## src/rtl/seq_pattern_det.sv

```systemverilog
// Serial pattern detector: shifts qualified input bits into a PAT_W-bit history,
// flags matches against a pattern latched on clear, and keeps a saturating match count.
module seq_pattern_det #(
    parameter int PAT_W = 4,
    parameter int CNT_W = 8
) (
    input  logic             i_clk,
    input  logic             i_rst,
    input  logic             i_clr,
    input  logic [PAT_W-1:0] i_pattern,
    input  logic             i_mode_overlap,
    input  logic             i_in_valid,
    input  logic             i_in,
    output logic             o_match,
    output logic [CNT_W-1:0] o_match_cnt,
    output logic             o_cnt_sat,
    output logic [PAT_W-1:0] o_hist,
    output logic             o_busy
);

    localparam int FC_W = $clog2(PAT_W);
    localparam logic [FC_W-1:0]  FILL_LAST = FC_W'(PAT_W - 1);
    localparam logic [CNT_W-1:0] CNT_MAX   = {CNT_W{1'b1}};
    localparam logic [CNT_W-1:0] CNT_PRE   = CNT_MAX - CNT_W'(1);

    typedef enum logic [1:0] {
        ST_IDLE = 2'd0,
        ST_FILL = 2'd1,
        ST_RUN  = 2'd2
    } state_t;

    state_t           r_state;
    logic [PAT_W-1:0] r_hist;
    logic [PAT_W-1:0] r_pattern;
    logic [FC_W-1:0]  r_fill_cnt;
    logic             r_match;
    logic [CNT_W-1:0] r_match_cnt;
    logic             r_cnt_sat;
    logic             r_busy;

    state_t           w_state_next;
    logic [PAT_W-1:0] w_hist_next;
    logic [PAT_W-1:0] w_pattern_next;
    logic [FC_W-1:0]  w_fill_next;
    logic             w_hit;
    logic [CNT_W-1:0] w_cnt_next;
    logic             w_sat_next;
    logic [PAT_W-1:0] w_hist_shift;
    logic             w_cmp;

    assign w_hist_shift = {r_hist[PAT_W-2:0], i_in};
    assign w_cmp        = (w_hist_shift == r_pattern);

    // Next-state, history, fill counter and match decision.
    always_comb begin
        w_state_next   = r_state;
        w_hist_next    = r_hist;
        w_pattern_next = r_pattern;
        w_fill_next    = r_fill_cnt;
        w_hit          = 1'b0;
        if (i_clr) begin
            w_pattern_next = i_pattern;
            w_hist_next    = {PAT_W{1'b0}};
            w_fill_next    = {FC_W{1'b0}};
            w_state_next   = ST_FILL;
        end else if (i_in_valid) begin
            case (r_state)
                ST_FILL: begin
                    w_hist_next = w_hist_shift;
                    if (r_fill_cnt == FILL_LAST) begin
                        // Window just became full: this beat may already match.
                        w_hit       = w_cmp;
                        w_fill_next = {FC_W{1'b0}};
                        if (w_cmp && !i_mode_overlap) begin
                            w_state_next = ST_FILL;
                        end else begin
                            w_state_next = ST_RUN;
                        end
                    end else begin
                        w_fill_next = r_fill_cnt + FC_W'(1);
                    end
                end
                ST_RUN: begin
                    w_hist_next = w_hist_shift;
                    w_hit       = w_cmp;
                    if (w_cmp && !i_mode_overlap) begin
                        w_fill_next  = {FC_W{1'b0}};
                        w_state_next = ST_FILL;
                    end else begin
                        w_state_next = ST_RUN;
                    end
                end
                default: begin
                    w_state_next = r_state;
                end
            endcase
        end else begin
            w_state_next = r_state;
        end
    end

    // Saturating match counter with sticky saturation flag.
    always_comb begin
        w_cnt_next = r_match_cnt;
        w_sat_next = r_cnt_sat;
        if (i_clr) begin
            w_cnt_next = {CNT_W{1'b0}};
            w_sat_next = 1'b0;
        end else if (w_hit) begin
            if (r_match_cnt != CNT_MAX) begin
                w_cnt_next = r_match_cnt + CNT_W'(1);
            end else begin
                w_cnt_next = r_match_cnt;
            end
            if (r_match_cnt == CNT_PRE) begin
                w_sat_next = 1'b1;
            end else begin
                w_sat_next = r_cnt_sat;
            end
        end else begin
            w_cnt_next = r_match_cnt;
        end
    end

    // State and output registers with synchronous active-low reset.
    always_ff @(posedge i_clk) begin
        if (!i_rst) begin
            r_state     <= ST_IDLE;
            r_hist      <= {PAT_W{1'b0}};
            r_pattern   <= {PAT_W{1'b0}};
            r_fill_cnt  <= {FC_W{1'b0}};
            r_match     <= 1'b0;
            r_match_cnt <= {CNT_W{1'b0}};
            r_cnt_sat   <= 1'b0;
            r_busy      <= 1'b0;
        end else begin
            r_state     <= w_state_next;
            r_hist      <= w_hist_next;
            r_pattern   <= w_pattern_next;
            r_fill_cnt  <= w_fill_next;
            r_match     <= w_hit;
            r_match_cnt <= w_cnt_next;
            r_cnt_sat   <= w_sat_next;
            r_busy      <= (w_state_next != ST_IDLE);
        end
    end

    assign o_match     = r_match;
    assign o_match_cnt = r_match_cnt;
    assign o_cnt_sat   = r_cnt_sat;
    assign o_hist      = r_hist;
    assign o_busy      = r_busy;

endmodule

```

## config.mk

```make
export PLATFORM = sky130hd
export DESIGN_NAME = seq_pattern_det
export DESIGN_NICKNAME = d
export VERILOG_FILES = /design/src/rtl/seq_pattern_det.sv
export SDC_FILE = /design/constraint.sdc
export NUM_CORES = 1
export LEC_CHECK = 0
export CAP_MARGIN = 15
export CORE_AREA = 2 2 58 60
export DETAILED_ROUTE_END_ITERATION = 10
export DIE_AREA = 0 0 60 62
export GPL_TIMING_DRIVEN = 0
export PLACE_DENSITY = 0.65
export SLEW_MARGIN = 20
export SYNTH_ARGS = -nofsm -noshare
export SYNTH_HDL_FRONTEND = slang
export SYNTH_SLANG_ARGS = --single-unit
```

## constraint.sdc

```tcl
create_clock -name i_clk -period 1.8 [get_ports i_clk]
set_input_delay 0.36 -clock i_clk [delete_from_list [all_inputs] [get_ports i_clk]]
set_output_delay 0.36 -clock i_clk [all_outputs]
set_load 0.01 [all_outputs]
```

### Word level (Yosys, flattened, before mapping)

Index checks and enable logic that the tools add are counted.

* bits of input ports: 10
* bits in read-only memories: 0
* register bits: 23
* memory bits (writable): 0
* output and inout bits: 15
* memories kept: 0
* word-level logic and storage cells: 40
* latch bits: 0

* divide/modulo/power cells: 0
* bitwise operators: 1
* mux-type cells: 12
* reductions and logical operators: 10
* order comparisons: 0
* multipliers: 0
* add/sub/neg operators: 2
* equal/unequal tests: 7
* shifts and indexed selects: 0

Operator list (count)
* 2-bit 2-to-1 mux: 6
* 8-bit by 1-bit adder with 8-bit output, second input constant: 1
* 8-bit == test, second input constant: 1
* 8-bit inequality test, second input constant: 1
* 2-bit case mux with 2 select lines: 2
* 2-bit AND reduction: 3
* 2-bit == test, second input constant: 2
* 4-bit == test: 1
* 2-bit nonzero test: 2
* 2-bit OR reduction: 2
* 1-bit 2-to-1 mux: 3
* 3-bit AND reduction: 1
* 2-bit by 1-bit adder with 2-bit output, second input constant: 1
* 2-bit by 1-bit == test with 1-bit output, second input constant: 1
* 2-bit inequality test, second input constant: 1
* 1-bit case mux with 2 select lines: 1
* 1-bit logical AND: 1
* 1-bit logical NOT: 1
* 1-bit inverter: 1

### Logic depth before layout (Yosys ltp)

* word-level depth: 8
* depth in mapped cells: 8
* depth with buffers taken out: 6

### Least setup slack after synthesis

OpenSTA, ideal clock, no wires.

* path type: register -> register
* start point: reg r_state[0]
* end point: reg r_match_cnt[6], in the netlist o_match_cnt[6]
* arrival time: 1882 ps
* setup time: 70 ps
* buffers on the path: 1
* period minus slack after synthesis: 1953 ps
* slack: -153 ps
* stages on the path, launching flop included: 8
* required time: 1730 ps
* cell sequence: dfxtp_1 -> inv_1 -> ha_1 -> nand2b_1 -> clkbuf_1 -> a2111o_1 -> or4_1 -> a21oi_1

* longest elaborated chain between the ends: 5
* elaborated cells on any way between the ends: 6
* classes of those cells: eq/ne: 2; mux: 3; reduce/logical: 1

Ends and longest elaborated chain
* from (decl): RTL line 32 `state_t r_state;`
* from (signal assigned): RTL line 137 `r_state <= w_state_next;`
* 2-bit == test or 2-bit by 1-bit == test with 1-bit output (tied branches): RTL line 67 `case (r_state)`
* 1-bit case mux with 2 select lines (*): RTL line 67
* 1-bit 2-to-1 mux (*): RTL line 66 `end else if (i_in_valid) begin`
* 1-bit 2-to-1 mux (*): RTL line 61 `if (i_clr) begin`
* 2-bit AND reduction (no source line) (*)
* to (signal assigned): RTL line 133 `r_match_cnt <= {CNT_W{1'b0}};`
* to (signal assigned): RTL line 142 `r_match_cnt <= w_cnt_next;`
* to (decl): RTL line 37 `logic [CNT_W-1:0] r_match_cnt;`

Mark *: on every way between the ends. The rest lies on a longest branch, timed or not.
A chain may end at the register's enable or synchronous reset.

### Final worst setup path

* start point: in i_clr
* end point: reg r_match_cnt[6], in the netlist o_match_cnt[6]

* longest elaborated chain between the ends: 2
* elaborated cells on any way between the ends: 3
* classes of those cells: mux: 1; reduce/logical: 2

Ends and longest elaborated chain
* from (decl): RTL line 9 `input logic i_clr,`
* 1-bit 2-to-1 mux: RTL line 61
* 2-bit AND reduction (no source line)

Parallel ways exist; a longest one is shown, timed or not.

==> results.md <==
* Hold_sp: o_hist[3]
* H-tree depth at 1
* Setup crit end: o_match_cnt[6]
* Full die area at 0.00372 mm2
* Fin util at 52.8%
* Antenna Cells at 0
* 1st-pass router iterations at 4
* Final period utilization at 107%
* Total number of yosys warnings at 0
* Hold WC Path Type: flop to flop
* Relative slew margins at 71.1%
* Post-DRT Antenna Nets at 0
* Worst setup EP type: flop
* Cells after synthesis at around 140
* Residual DRC at 0
* Initial antenna violation count at 0
* RSZ-0062 raised after global routing: yes
* Share of post-route cells with drive strength above 1 at 20.3%
* Die width at roughly 60 um
* Post-synthesis register bit count at 23
* Clock group share of total power at 26.0%
* Most frequent cell after synthesis: dfxtp_1
* FP Rows at 21
* Largest cells by area after synthesis: dfxtp_1, ha_1, a21oi_1, mux2i_1, nand2_1
* Reg2reg end: o_match_cnt[6]
* Post-Syn Nets at 150
* Min Tclk post-route at ~1.9 ns
* Largest net degree at the start of global routing at 13
* Synth cell count leaders: dfxtp_1, nand2_1, a21oi_1
* Clk slew on worst S/H paths at 0.13 ns
* Gate power share at 16.7%
* Core area at 0.00318 mm2
* Port buffer count at 24
* HPWL Detailed at approximately 2 mm
* PwrDens at 548 mW/mm2
* Fin. max-slew vios at 0
* Async S/R FF share, synth at 0%
* Post-synthesis sequential area ratio at 38.9%
* Synth area leader: dfxtp_1
* Worst-margin pin slew at 0.429 ns
* Clk_skew at a little over 0.008 ns
* Slowest-stage cell, CP: or4_1
* Max Freq at 521 MHz
* First-pass GRT wire length at approximately 4.7 mm
* Number of filler cells placed in the layout at 286
* Syn_area_per_cell at 8.78 um2
* Crit Path Category: input pin to flop
* Crit path cell chain: clkdlybuf4s50_1 > buf_6 > nand2b_1 > a2111o_1 > or4_1 > a21oi_1
* WHS at between 0.4 and 0.5 ns
* Endpoints failing setup at 6
* CTS tree: built
* Crit path from: i_clr
* Starting DRT DRC Count at between 40 and 50
* Failing checks: negative setup slack
* GR Util All Layers at ~16%
* Final setup TNS at -0.439 ns
* Aggregate routed wire length at ~2.8 mm
* Final RePlAce weighted congestion at around 0.9
* Initial Utilization at 37.3%
* Static leakage at approximately 0.00057 uW
* Final #Nets at 188
* Reg-to-reg slack, setup at -0.10 ns
* Number of vias per cell at 5.21
* CTS max path bufs at 2
* CTS Buf Count at 3
* EDFF count, synth at 0
* Die Ht at 62 um
* Root Driver: clkbuf_4
* Crit start category: input pin
* Final worst-path setup slack at -0.119 ns
* Status: finished, violations left
* Internal at about 700 uW
* VDD IR max at 0.369 mV
* Sw Ratio at 25.5%
* Total congestion overflow at 0
* DP Worst Slack at -0.501 ns
* Worst r2r src: r_state[0]
* Routed len/inst at 13.0 um
* Area Overhead vs Synth at 41.7%
* Vias in the first global route at about 990
* Netlist Area Pre-Place at 0.00118 mm2
* R2R depth at 7
* Clock insertion delay at the later pin of the skew report at 0.31 ns
* Share of Yosys cell area claimed by the top area cell type at roughly two fifths
* Switching pwr at 235 uW
* Sequential power share at 57.3%
* I/O pins at 25
* Clk sinks at 23
* Top FF cell, synth: dfxtp_1
* CP peak stage delay at ~0.49 ns
* Hold_buf cts at 0
* Routed via count at ~1100
* Crit-path max FO at 5
* Hold Fails Final Rpt at 0
* Number of distinct library cells after synthesis at 34
* Arrival @ worst endpoint at around 2.2 ns
* Overall power at 920 uW
* CP Data Required Time at 2.05 ns
* Max_cap viols at 0
-- metal layers --
metal | vias to the layer above | routed length (um) | global-route usage (%)
met5 | - | 0 | 0
met4 | 0 | 18 | 4.44
met3 | 2 | 111 | 5.18
met2 | 23 | 1380 | 25.2
met1 | 539 | 1330 | 22.1
li1 | 572 | - | -
-- cell families (layout without fill, tap and decap cells) --
group                    Yosys count  after routing  share of synthesized area (%)
AO/OA/AOI/OAI                     32             32                           18.1
XOR/XNOR                           4              4                           2.96
adder cells (fa/ha/maj)            5              5                           5.28
buffers and inverters             10             47                           4.75
flip-flops                        23             23                           38.9
multiplexers                       6              6                           5.07
AND/OR/NAND/NOR                   55             55                           25.0
-- power groups by stage --
stage               Clock (uW)  Sequential [uW]  Combinational, uW
floorplan                    0              539               71.3
global placement             0              539                119
detailed placement           0              539                121
CTS                        250              527                136
global route               275              529                168
finish                     239              527                154
-- sequential cells by signal (all words and copies together), names as in the netlist --
signal and flops:
o_busy 1, r_pattern 4, o_hist 4, o_match 1, r_fill_cnt 2, r_state 2, o_cnt_sat 1, o_match_cnt 8
-- final cells by class --
cell class / instances / area (um2) / area share (%)
clock buffer: 4 / 26.3 / 1.56
timing repair buffer: 34 / 319 / 19.0
buffer: 6 / 57.6 / 3.43
multi-input combinational: 102 / 742 / 44.2
inverter: 3 / 11.3 / 0.671
sequential: 23 / 465 / 27.7
tap: 46 / 57.6 / 3.43
-- per-stage QoR --
stage / cells / cell area [um2]
2_1_floorplan: 135 / 1210
3_3_place_gp: 205 / 1510
3_5_place_dp: 205 / 1510
4_1_cts: 214 / 1620
5_1_grt: 218 / 1680
6_report: 218 / 1680
-- what timing repair did --
action / CTS / global route
hold endpoints to repair: 0 / 0
pin swaps: 3 / 3
setup buffers: 6 / 4
setup endpoints to repair: 10 / 15
resized for setup: 13 / 9
cloned: 0 / 0
-- critical path: cells and delay by family --
family                 cells  cell delay [ns]
buffers and inverters      2             0.59
AO/OA/AOI/OAI              2             0.60
AND/OR/NAND/NOR            2             0.62
-- worst min-delay path by stage --
stage,to,cells past startpoint
floorplan,o_hist[3],2
global placement,o_hist[3],2
detailed placement,o_hist[3],2
CTS,o_hist[3],2
global route,o_hist[3],2
finish,o_hist[3],2
-- layout by cell type, fill, tap and decap left out, types with 4 or more instances in the layout --
cell	netlist	final
clkdlybuf4s50_1	0	24
dfxtp_1	23	19
nand2_1	13	13
buf_4	1	11
a21oi_1	12	11
nor2b_1	7	7
o31ai_1	6	6
nor2_1	6	6
mux2i_1	6	6
and3_1	5	5
xnor2_1	4	4
nand4_1	4	4
dfxtp_2	0	4
No activity file was read; power rests on OpenSTA's default activity.
